`src/rtl/bcd_wrap_counter.sv`:
```
// Two-digit BCD wrap counter over START..START+MOD-1 with tick, manual adjust, validated load and carry.
// Optional BCDCNT_ADJ_EDGE_EN: adj_up/adj_dn become level inputs with registered rising-edge detection.
module bcd_wrap_counter #(
   parameter int unsigned MOD   = 24,
   parameter int unsigned START = 0
) (
   input  logic       clk,
   input  logic       rst,
   input  logic       tick,
   input  logic       adj_up,
   input  logic       adj_dn,
   input  logic       load,
   input  logic [3:0] ld_tens,
   input  logic [3:0] ld_ones,
   output logic [3:0] tens,
   output logic [3:0] ones,
   output logic       carry,
   output logic       load_err
);

   localparam int unsigned TOP = START + MOD - 1;
   localparam int unsigned VW  = 8;

   localparam logic [3:0] TOP_TENS   = 4'(TOP / 10);
   localparam logic [3:0] TOP_ONES   = 4'(TOP % 10);
   localparam logic [3:0] START_TENS = 4'(START / 10);
   localparam logic [3:0] START_ONES = 4'(START % 10);

   logic          up_req;
   logic          dn_req;
   logic [VW-1:0] ld_val;
   logic          ld_ok;
   logic          at_top;
   logic          at_start;
   logic [3:0]    tens_n;
   logic [3:0]    ones_n;
   logic          carry_n;
   logic          load_err_n;

`ifdef BCDCNT_ADJ_EDGE_EN
   // *_low resets to 0 so a button held through reset must be released before it can step.
   logic up_low;
   logic dn_low;
   logic up_pls;
   logic dn_pls;

   always_ff @(posedge clk) begin
      if (rst) begin
         up_low <= 1'b0;
         dn_low <= 1'b0;
         up_pls <= 1'b0;
         dn_pls <= 1'b0;
      end else begin
         up_low <= ~adj_up;
         dn_low <= ~adj_dn;
         up_pls <= adj_up & up_low;
         dn_pls <= adj_dn & dn_low;
      end
   end

   assign up_req = up_pls;
   assign dn_req = dn_pls;
`else
   assign up_req = adj_up;
   assign dn_req = adj_dn;
`endif

   assign ld_val   = VW'(ld_tens) * VW'(10) + VW'(ld_ones);
   assign ld_ok    = (ld_tens <= 4'd9) && (ld_ones <= 4'd9) &&
                     (ld_val >= VW'(START)) && (ld_val <= VW'(TOP));
   assign at_top   = (tens == TOP_TENS) && (ones == TOP_ONES);
   assign at_start = (tens == START_TENS) && (ones == START_ONES);

   // Next count: one action per cycle, load > tick > adj_up > adj_dn.
   always_comb begin
      tens_n     = tens;
      ones_n     = ones;
      carry_n    = 1'b0;
      load_err_n = 1'b0;
      if (load) begin
         if (ld_ok) begin
            tens_n = ld_tens;
            ones_n = ld_ones;
         end else begin
            load_err_n = 1'b1;
         end
      end else if (tick || up_req) begin
         carry_n = tick & at_top;
         if (at_top) begin
            tens_n = START_TENS;
            ones_n = START_ONES;
         end else if (ones == 4'd9) begin
            tens_n = tens + 4'd1;
            ones_n = 4'd0;
         end else begin
            ones_n = ones + 4'd1;
         end
      end else if (dn_req) begin
         if (at_start) begin
            tens_n = TOP_TENS;
            ones_n = TOP_ONES;
         end else if (ones == 4'd0) begin
            tens_n = tens - 4'd1;
            ones_n = 4'd9;
         end else begin
            ones_n = ones - 4'd1;
         end
      end
   end

   always_ff @(posedge clk) begin
      if (rst) begin
         tens     <= START_TENS;
         ones     <= START_ONES;
         carry    <= 1'b0;
         load_err <= 1'b0;
      end else begin
         tens     <= tens_n;
         ones     <= ones_n;
         carry    <= carry_n;
         load_err <= load_err_n;
      end
   end

endmodule

```
`config.mk`:
```
export PLATFORM = sky130hd
export DESIGN_NAME = bcd_wrap_counter
export DESIGN_NICKNAME = d
export VERILOG_FILES = /design/src/rtl/bcd_wrap_counter.sv
export SDC_FILE = /design/constraint.sdc
export NUM_CORES = 1
export LEC_CHECK = 0
export ABC_AREA = 1
export BUFFER_PORTS_ARGS = -buffer_cell sky130_fd_sc_hd__buf_2
export CAP_MARGIN = 20
export CORE_ASPECT_RATIO = 1.25
export CORE_UTILIZATION = 32
export CTS_BUF_LIST = sky130_fd_sc_hd__clkbuf_16
export DETAILED_ROUTE_END_ITERATION = 12
export PLACE_DENSITY = 0.59
export SETUP_SLACK_MARGIN = 0.15
export SLEW_MARGIN = 5
export SYNTH_ARGS = -nofsm -noshare
export SYNTH_HDL_FRONTEND = slang
export SYNTH_SLANG_ARGS = --single-unit
```
`constraint.sdc`:
```
create_clock -name clk -period 6.29 [get_ports clk]
set_input_delay 1.258 -clock clk [delete_from_list [all_inputs] [get_ports clk]]
set_output_delay 1.258 -clock clk [all_outputs]
set_load 0.005 [all_outputs]
```
==> results of run 1 <==
-- where the power goes --
part	internal (mW)	switching (mW)
clock network	0.0831	0.0269
logic	0.0469	0.0669
registers	0.0700	0.0117
total	0.200	0.105
-- final cells by class --
class,instances,area [um^2],share of cell area (%)
clock buffer,3,75.1,5.04
timing repair buffer,23,115,7.72
clock inverter,1,3.75,0.252
inverter,22,90.1,6.05
multi-input combinational,149,938,63.0
tap,54,67.6,4.53
sequential,10,200,13.4
-- how the worst min path moves through the flow --
| stage | start | end | slack (ns) | depth (start not counted) |
|---|---|---|---|---|
| global placement | ones[1]$_SDFFE_PP0P_ | ones[1]$_SDFFE_PP0P_ | 0.56 | 2 |
| CTS | ones[1]$_SDFFE_PP0P_ | ones[1]$_SDFFE_PP0P_ | 0.57 | 2 |
| finish | ones[1]$_SDFFE_PP0P_ | ones[1]$_SDFFE_PP0P_ | 0.56 | 2 |
| floorplan | ones[1]$_SDFFE_PP0P_ | ones[1]$_SDFFE_PP0P_ | 0.54 | 2 |
| detailed placement | ones[1]$_SDFFE_PP0P_ | ones[1]$_SDFFE_PP0P_ | 0.56 | 2 |
| global route | ones[1]$_SDFFE_PP0P_ | ones[1]$_SDFFE_PP0P_ | 0.62 | 2 |
-- cells in the mapped netlist, drive strengths merged --
library cell / instances / area share [%]
a211oi: 1 / 0.59
a21boi: 1 / 0.59
a21oi: 7 / 3.1
and2: 1 / 0.69
buf: 3 / 2.7
clkbuf: 1 / 0.39
dfxtp: 10 / 16
fa: 2 / 3.2
ha: 13 / 13
inv: 22 / 7.1
nand2: 49 / 16
nand3: 23 / 11
nand3b: 1 / 0.59
nand4: 9 / 6.8
nor2: 24 / 9.3
o21a: 1 / 0.59
o21ai: 7 / 2.8
or2: 3 / 1.5
xnor2: 3 / 2.1
xor2: 4 / 2.8
-- per-stage QoR --
stage | power, mW | cell area (um^2) | instances | hold slack (ns) | util [%]
after floorplan | 0.170 | 1270 | 185 | 0.537 | -
after global placement | 0.197 | 1410 | 258 | 0.560 | 37.3
after detailed placement | 0.196 | 1410 | 258 | 0.556 | 37.3
after CTS | 0.308 | 1490 | 262 | 0.566 | 39.4
after global routing | 0.329 | 1490 | 262 | 0.616 | 39.4
final | 0.305 | 1490 | 262 | 0.561 | 39.4
-- state kept, by name, summed over array words and instances (netlist names) --
name / count
tens: 4
carry: 1
ones: 4
load_err: 1
-- per-layer routing --
layer	GRT usage, %	routed length, um
met5	0	0
met4	3.44	17
met3	2.32	59
met2	24.0	1380
met1	17.8	1320
-- kinds of logic after synthesis --
| group | Yosys count | share of synthesized area, % |
|---|---|---|
| adder cells (fa/ha/maj) | 15 | 16.0 |
| XOR/XNOR | 7 | 4.84 |
| flip-flops | 10 | 15.8 |
| AND/OR/NAND/NOR | 110 | 45.6 |
| buffers and inverters | 26 | 10.2 |
| AO/OA/AOI/OAI | 17 | 7.60 |
-- worst min-delay path, cell delays in order, from the launching register on --
cell and delay (ns):
dfxtp_1 0.34, a21oi_1 0.12, nor2_1 0.06
==> impl_metrics.env, run 1 <==
export IMPL_outcome="complete, no violations"
export IMPL_cap_violations=0
export IMPL_clock_sinks=10
export IMPL_nets=238
export IMPL_diodes=0
export IMPL_dpl_worst_slack_ns=2.90
export IMPL_routed_via_density=4.61
export IMPL_slowest_stage="fa_1"
export IMPL_vias=1209
export IMPL_grt_use_total_pct=13.9
export IMPL_clock_latency_ns=0.23
export IMPL_yosys_warnings=0
export IMPL_avgSynthCellArea_um2=6.85
export IMPL_reg2reg_depth=9
export IMPL_numCtsBuffers=3
export IMPL_rows=25
export IMPL_grt_overflow_total=0
export IMPL_max_slew_margin_pct=74.9
export IMPL_tns_ns=0
export IMPL_initial_core_util_pct=33.5
export IMPL_powerDensity_mw_per_mm2=205
export IMPL_irDropWorstVdd_v=0.000109
export IMPL_first_pass_iters=4
export IMPL_initialDrtViolationCount=24
export IMPL_max_stage_delay_ns=0.54
export IMPL_cts_hold_fix_buffers=0
export IMPL_hp_class="reg2reg"
export IMPL_netlist_cell_type_count=33
export IMPL_timing_rr_end="ones[1]$_SDFFE_PP0P_"
export IMPL_cp_depth=12
export IMPL_cts_buffer_depth=2
export IMPL_max_freq_ghz=0.319
export IMPL_p_leak_nw=0.756
export IMPL_critPathMaxFanout=13
export IMPL_crit_buf_inv=1
export IMPL_crit_path_start="ld_tens[1]"
export IMPL_r2r_start="ones[0]$_SDFFE_PP0P_"
export IMPL_die_h_um=72.4
export IMPL_syn_inst=185
export IMPL_setup_viol=0
export IMPL_grt_max_degree=14
export IMPL_wl_um=2770
export IMPL_critPathKind="in2reg"
export IMPL_path_delay_family="adder cells"
export IMPL_hold_viol=0
export IMPL_antenna_found_initial=0
export IMPL_r2r_slack_ns=4.57
export IMPL_fin_crit_ns=3.14
export IMPL_grt_pass1_wl_um=4680
export IMPL_root_buffer="clkbuf_16"
export IMPL_setup_slack_ns=3.15
export IMPL_final_cell_mix="45 x nand2_1, 23 x buf_2, 19 x inv_1, 19 x nor2_1, 19 x nand3_1"
export IMPL_endpoint_kind="flop"
export IMPL_crit_arrival_ns=3.26
export IMPL_rsz0062_at_grt="false"
export IMPL_syn_num_nets=214
export IMPL_cp_cell_sequence="buf_2, ha_1, ha_1, fa_1, nand3b_1, nand3_1, nor2_2, nand2_2, nand2_4, nand2_1, o21ai_1, nor2_1"
export IMPL_die_area_mm2=0.00422
export IMPL_grt_pass1_vias=1088
export IMPL_synth_seq_cells=10
export IMPL_worstSetupStartpointType="input port"
export IMPL_min_period_over_period_pct=49.9
export IMPL_endpoint="ones[1]$_SDFFE_PP0P_"
export IMPL_cts_tree="done"
export IMPL_die_w_um=58.3
export IMPL_clk_pin_slew_ns=0.04
export IMPL_hpwl_um=2280
export IMPL_fill_cells=419
export IMPL_drive_above_1_share_pct=22.1
export IMPL_required_ns=6.41
export IMPL_wl_per_cell_um=10.6
export IMPL_cp_common_cell="ha_1"
export IMPL_core_mm2=0.00378
export IMPL_ctsResizeCount=0
export IMPL_area_growth_pct=17.6
export IMPL_ys_seq_area_share_pct=15.8
export IMPL_remaining_drc_errors=0
export IMPL_antenna_left=0
export IMPL_io_pins=24
export IMPL_post_cts_buffers=0
export IMPL_slew_viol_final=0
export IMPL_io_buffers=23
export IMPL_h_tree_depth=1
export IMPL_final_common_cell="nand2_1"
export IMPL_routabilityCongestion=0.794
export IMPL_tightest_slew_ns=0.377
export IMPL_synth_area_mm2=0.00127
export IMPL_fin_skew_ns=0.00147
No activity file was read; power rests on OpenSTA's default activity.
==> inputs of run 2 (changes only) <==
==> constraint.sdc (replaced) <==
create_clock -name clk -period 3.2 [get_ports clk]
set_input_delay 0.64 -clock clk [delete_from_list [all_inputs] [get_ports clk]]
set_output_delay 0.64 -clock clk [all_outputs]
set_load 0.005 [all_outputs]
==> impl_metrics.env, run 2 (synthesis gave the netlist of run 1 again) <==
export IMPL_holdWs_ns=0.565
export IMPL_endpoint_kind="flop"
export IMPL_tightest_slew_ns=0.367
export IMPL_setup_viol=0
export IMPL_grt_overflow_total=0
export IMPL_utilization_pct=39.4
export IMPL_slew_viol_final=0
export IMPL_routed_via_density=4.56
export IMPL_p_leak_nw=0.756
export IMPL_powerDensity_mw_per_mm2=405
export IMPL_routabilityCongestion=0.796
export IMPL_worstSetupStartpointType="input port"
export IMPL_crit_arrival_ns=2.64
export IMPL_r2r_start="ones[0]$_SDFFE_PP0P_"
export IMPL_root_buffer="clkbuf_16"
export IMPL_max_slew_margin_pct=75.5
export IMPL_hp_class="reg2reg"
export IMPL_antenna_left=0
export IMPL_vias=1196
export IMPL_die_h_um=72.4
export IMPL_remaining_drc_errors=0
export IMPL_initial_core_util_pct=33.5
export IMPL_critPathKind="in2reg"
export IMPL_hpwl_um=2300
export IMPL_clock_sinks=10
export IMPL_nets=238
export IMPL_fin_skew_ns=0.000801
export IMPL_cp_common_cell="ha_1"
export IMPL_outcome="complete, no violations"
export IMPL_numCtsBuffers=3
export IMPL_cp_cell_sequence="buf_2, ha_1, ha_1, fa_1, nand3b_1, nand3_1, nor2_2, nand2_2, nand2_4, nand2_1, o21ai_1, nor2_1"
export IMPL_grt_use_total_pct=14.6
export IMPL_diodes=0
export IMPL_io_buffers=23
export IMPL_grt_max_degree=14
export IMPL_cts_tree="done"
export IMPL_min_period_over_period_pct=78.7
export IMPL_grt_pass1_wl_um=4800
export IMPL_die_w_um=58.3
export IMPL_clock_latency_ns=0.23
export IMPL_required_ns=3.32
export IMPL_max_freq_ghz=0.397
export IMPL_die_area_mm2=0.00422
export IMPL_placedCellCount=258
export IMPL_top_regs="ones x4, tens x4"
export IMPL_max_stage_delay_ns=0.54
export IMPL_fin_crit_ns=2.52
export IMPL_slowest_stage="fa_1"
export IMPL_initialDrtViolationCount=32
export IMPL_r2r_slack_ns=1.49
export IMPL_critPathMaxFanout=13
export IMPL_io_pins=24
export IMPL_finalNonFillerCells=262
export IMPL_tns_ns=0
export IMPL_rsz0062_at_grt="false"
export IMPL_clk_pin_slew_ns=0.04
export IMPL_grt_pass1_vias=1088
export IMPL_post_cts_buffers=0
export IMPL_final_cell_mix="45 x nand2_1, 23 x buf_2, 19 x inv_1, 19 x nor2_1, 19 x nand3_1"
export IMPL_worstHoldStart="ones[1]$_SDFFE_PP0P_"
export IMPL_hold_viol=0
export IMPL_rows=25
export IMPL_crit_path_start="ld_tens[1]"
export IMPL_first_pass_iters=4
export IMPL_cts_buffer_depth=2
export IMPL_area_growth_pct=17.6
export IMPL_cts_hold_fix_buffers=0
export IMPL_antenna_found_initial=0
export IMPL_drive_above_1_share_pct=22.1
export IMPL_wl_um=2840
export IMPL_h_tree_depth=1
export IMPL_ctsResizeCount=0
export IMPL_final_common_cell="nand2_1"
export IMPL_cap_violations=0
export IMPL_power_mw=0.604
export IMPL_irDropWorstVdd_v=0.000151
export IMPL_wl_per_cell_um=10.8
export IMPL_core_mm2=0.00378
## run 2: path summary, 6_finish.rpt
check                         endpoint  cells after the start
setup reg to reg  ones[1]$_SDFFE_PP0P_                      9
hold / removal    ones[1]$_SDFFE_PP0P_                      2
setup / recovery  ones[1]$_SDFFE_PP0P_                     12
hold reg to reg   ones[1]$_SDFFE_PP0P_                      2
## run 2: routing by layer
layer / up-vias / part of all wire, % / track usage, %
li1: 650 / - / -
met1: 528 / 48 / 18.5
met2: 16 / 49 / 25.8
met3: 2 / 1.9 / 2.14
met4: 0 / 0.60 / 3.17
met5: - / 0 / 0
## run 2: final cells by class
| class | instances | area, um^2 |
|---|---|---|
| clock inverters | 1 | 3.75 |
| well taps | 54 | 67.6 |
| multi-input cells | 149 | 938 |
| flip-flops and latches | 10 | 200 |
| repair buffers | 23 | 115 |
| clock buffers | 3 | 75.1 |
| inverters | 22 | 90.1 |
| fillers | 428 | 2290 |
## run 2: per-stage QoR
| step | setup WS [ns] | area (um^2) |
|---|---|---|
| after floorplan | 0.722 | 1270 |
| after global placement | 0.466 | 1410 |
| after detailed placement | 0.433 | 1410 |
| after CTS | 0.668 | 1490 |
| after global routing | 0.497 | 1490 |
| final | 0.682 | 1490 |
## run 2: power by group
group	leakage (nW)	internal [mW]	switching, mW
clock	0.0385	0.164	0.0557
sequential	0.0826	0.138	0.0231
combinational	0.635	0.0924	0.132
total	0.756	0.393	0.211
## run 2: critical path: cells and delay by family
| kind | cells | cell delay (ns) |
|---|---|---|
| buf+inv | 1 | 0.13 |
| compound gates | 1 | 0.13 |
| simple gates | 7 | 0.68 |
| fa+ha+maj | 3 | 1.07 |
==> inputs of run 3 (changes only) <==
==> constraint.sdc (replaced) <==
create_clock -name clk -period 2.6 [get_ports clk]
set_input_delay 0.52 -clock clk [delete_from_list [all_inputs] [get_ports clk]]
set_output_delay 0.52 -clock clk [all_outputs]
set_load 0.005 [all_outputs]
==> impl_metrics.env, run 3 (synthesis gave the netlist of run 1 again) <==
export IMPL_clock_latency_ns=0.23
export IMPL_dpl_worst_slack_ns=-0.000868
export IMPL_initialDrtViolationCount=38
export IMPL_area_growth_pct=24.1
export IMPL_die_area_mm2=0.00422
export IMPL_first_pass_iters=4
export IMPL_power_mw=0.753
export IMPL_setup_slack_ns=0.284
export IMPL_numCtsBuffers=3
export IMPL_rsz0062_at_grt="false"
export IMPL_rows=25
export IMPL_powerDensity_mw_per_mm2=479
export IMPL_root_buffer="clkbuf_16"
export IMPL_critPathMaxFanout=5
export IMPL_fill_cells=404
export IMPL_cap_violations=0
export IMPL_met1_usage_pct=17.8
export IMPL_die_h_um=72.4
export IMPL_final_cell_mix="45 x nand2_1, 23 x buf_2, 19 x inv_1, 19 x nor2_1, 19 x nand3_1"
export IMPL_grt_pass1_wl_um=4740
export IMPL_fin_crit_ns=2.32
export IMPL_clk_pin_slew_ns=0.04
export IMPL_hpwl_um=2280
export IMPL_vias=1205
export IMPL_p_leak_nw=0.787
export IMPL_required_ns=2.72
export IMPL_diodes=0
export IMPL_grt_max_degree=14
export IMPL_grt_overflow_total=0
export IMPL_core_mm2=0.00378
export IMPL_hold_viol=0
export IMPL_slew_viol_final=0
export IMPL_antenna_found_initial=0
export IMPL_wl_per_cell_um=10.6
export IMPL_nets=244
export IMPL_worstSetupStartpointType="input port"
export IMPL_die_w_um=58.3
export IMPL_io_buffers=23
export IMPL_grtUsageMet3_pct=1.60
export IMPL_cts_tree="done"
export IMPL_io_pins=24
export IMPL_wl_um=2820
export IMPL_grt_pass1_vias=1101
export IMPL_fin_skew_ns=0.00386
export IMPL_endpoint_kind="flop"
export IMPL_hp_class="in2reg"
export IMPL_grt_use_total_pct=14.1
export IMPL_grt_use_met2_pct=25.5
export IMPL_remaining_drc_errors=0
export IMPL_tns_ns=0
export IMPL_routabilityCongestion=0.813
export IMPL_irDropWorstVdd_v=0.000221
export IMPL_top_regs="ones x4, tens x4"
export IMPL_antenna_left=0
export IMPL_tightest_slew_ns=0.368
export IMPL_crit_arrival_ns=2.44
export IMPL_max_freq_ghz=0.432
export IMPL_max_slew_margin_pct=75.4
export IMPL_critPathKind="in2reg"
export IMPL_grt_busiest_layer="met2"
export IMPL_min_period_over_period_pct=89.1
export IMPL_initial_core_util_pct=33.5
export IMPL_drive_above_1_share_pct=26.3
export IMPL_clock_sinks=10
export IMPL_routed_via_density=4.51
export IMPL_h_tree_depth=1
export IMPL_cts_buffer_depth=2
export IMPL_outcome="complete, no violations"
export IMPL_r2r_slack_ns=0.92
export IMPL_setup_viol=0
export IMPL_final_common_cell="nand2_1"
[run 3: cell types whose count changed in the layout (fill, tap and decap cells not counted)]
| cell | before | now |
|---|---|---|
| nand3_2 | 4 | 3 |
| xnor2_2 | 0 | 1 |
| fa_2 | 0 | 1 |
| ha_1 | 13 | 11 |
| nand3_4 | 0 | 1 |
| fa_1 | 2 | 1 |
| buf_4 | 0 | 5 |
| xnor2_1 | 3 | 2 |
| clkinv_1 | 1 | 0 |
| ha_4 | 0 | 2 |
| nand2_2 | 2 | 3 |
[run 3: cell type report]
type	instances	area, um^2	share of cell area (%)
clock buffer	3	75.1	4.77
multi-input combinational	150	987	62.8
sequential	10	200	12.7
timing repair buffer	28	153	9.71
inverter	22	90.1	5.73
tap	54	67.6	4.30
[run 3: final timing paths]
check / start / to / cells past startpoint
setup / recovery: ld_tens[0] / ones[0]$_SDFFE_PP0P_ / 13
hold / removal: rst / ones[2]$_SDFFE_PP0P_ / 2
setup reg to reg: tens[0]$_SDFFE_PP0P_ / ones[1]$_SDFFE_PP0P_ / 9
hold reg to reg: ones[1]$_SDFFE_PP0P_ / ones[1]$_SDFFE_PP0P_ / 2
[run 3: worst max-delay path, stage by stage]
cell and delay [ns]:
buf_2 0.13, ha_1 0.23, ha_4 0.17, fa_2 0.59, nand3b_1 0.11, nand3_1 0.09
nor2_2 0.10, nand2_2 0.09, nand2_4 0.11, buf_4 0.12, nand3_1 0.06, nand2_1 0.08
nor2_1 0.04
[run 3: metrics by stage]
stage	area [um^2]	hold slack [ns]	utilization [%]	cells
6_report	1570	0.481	41.6	267
5_1_grt	1570	0.479	41.6	267
4_1_cts	1500	0.475	39.7	263
3_5_place_dp	1430	0.553	37.7	260
3_3_place_gp	1430	0.565	37.7	260
2_1_floorplan	1270	0.537	-	185
[run 3: metal layers]
| metal | part of all wire, % | vias up | routed length (um) |
|---|---|---|---|
| met2 | 51 | 18 | 1440 |
| met4 | 0.60 | 0 | 17 |
| met1 | 47 | 524 | 1320 |
| met3 | 1.7 | 2 | 48 |
| li1 | - | 661 | - |
| met5 | 0 | - | 0 |
[run 3: power breakdown]
| part | internal, mW | switching (mW) |
|---|---|---|
| combinational | 0.129 | 0.168 |
| clock | 0.198 | 0.0603 |
| sequential | 0.169 | 0.0274 |
| total | 0.497 | 0.256 |
[run 3: what timing repair did]
item / in CTS / in global routing
endpoints found under the hold margin: 0 / 0
setup endpoints to repair: 0 / 8
gates resized for setup: 0 / 6
buffers inserted: 0 / 3
hold buffers: 0 / 0
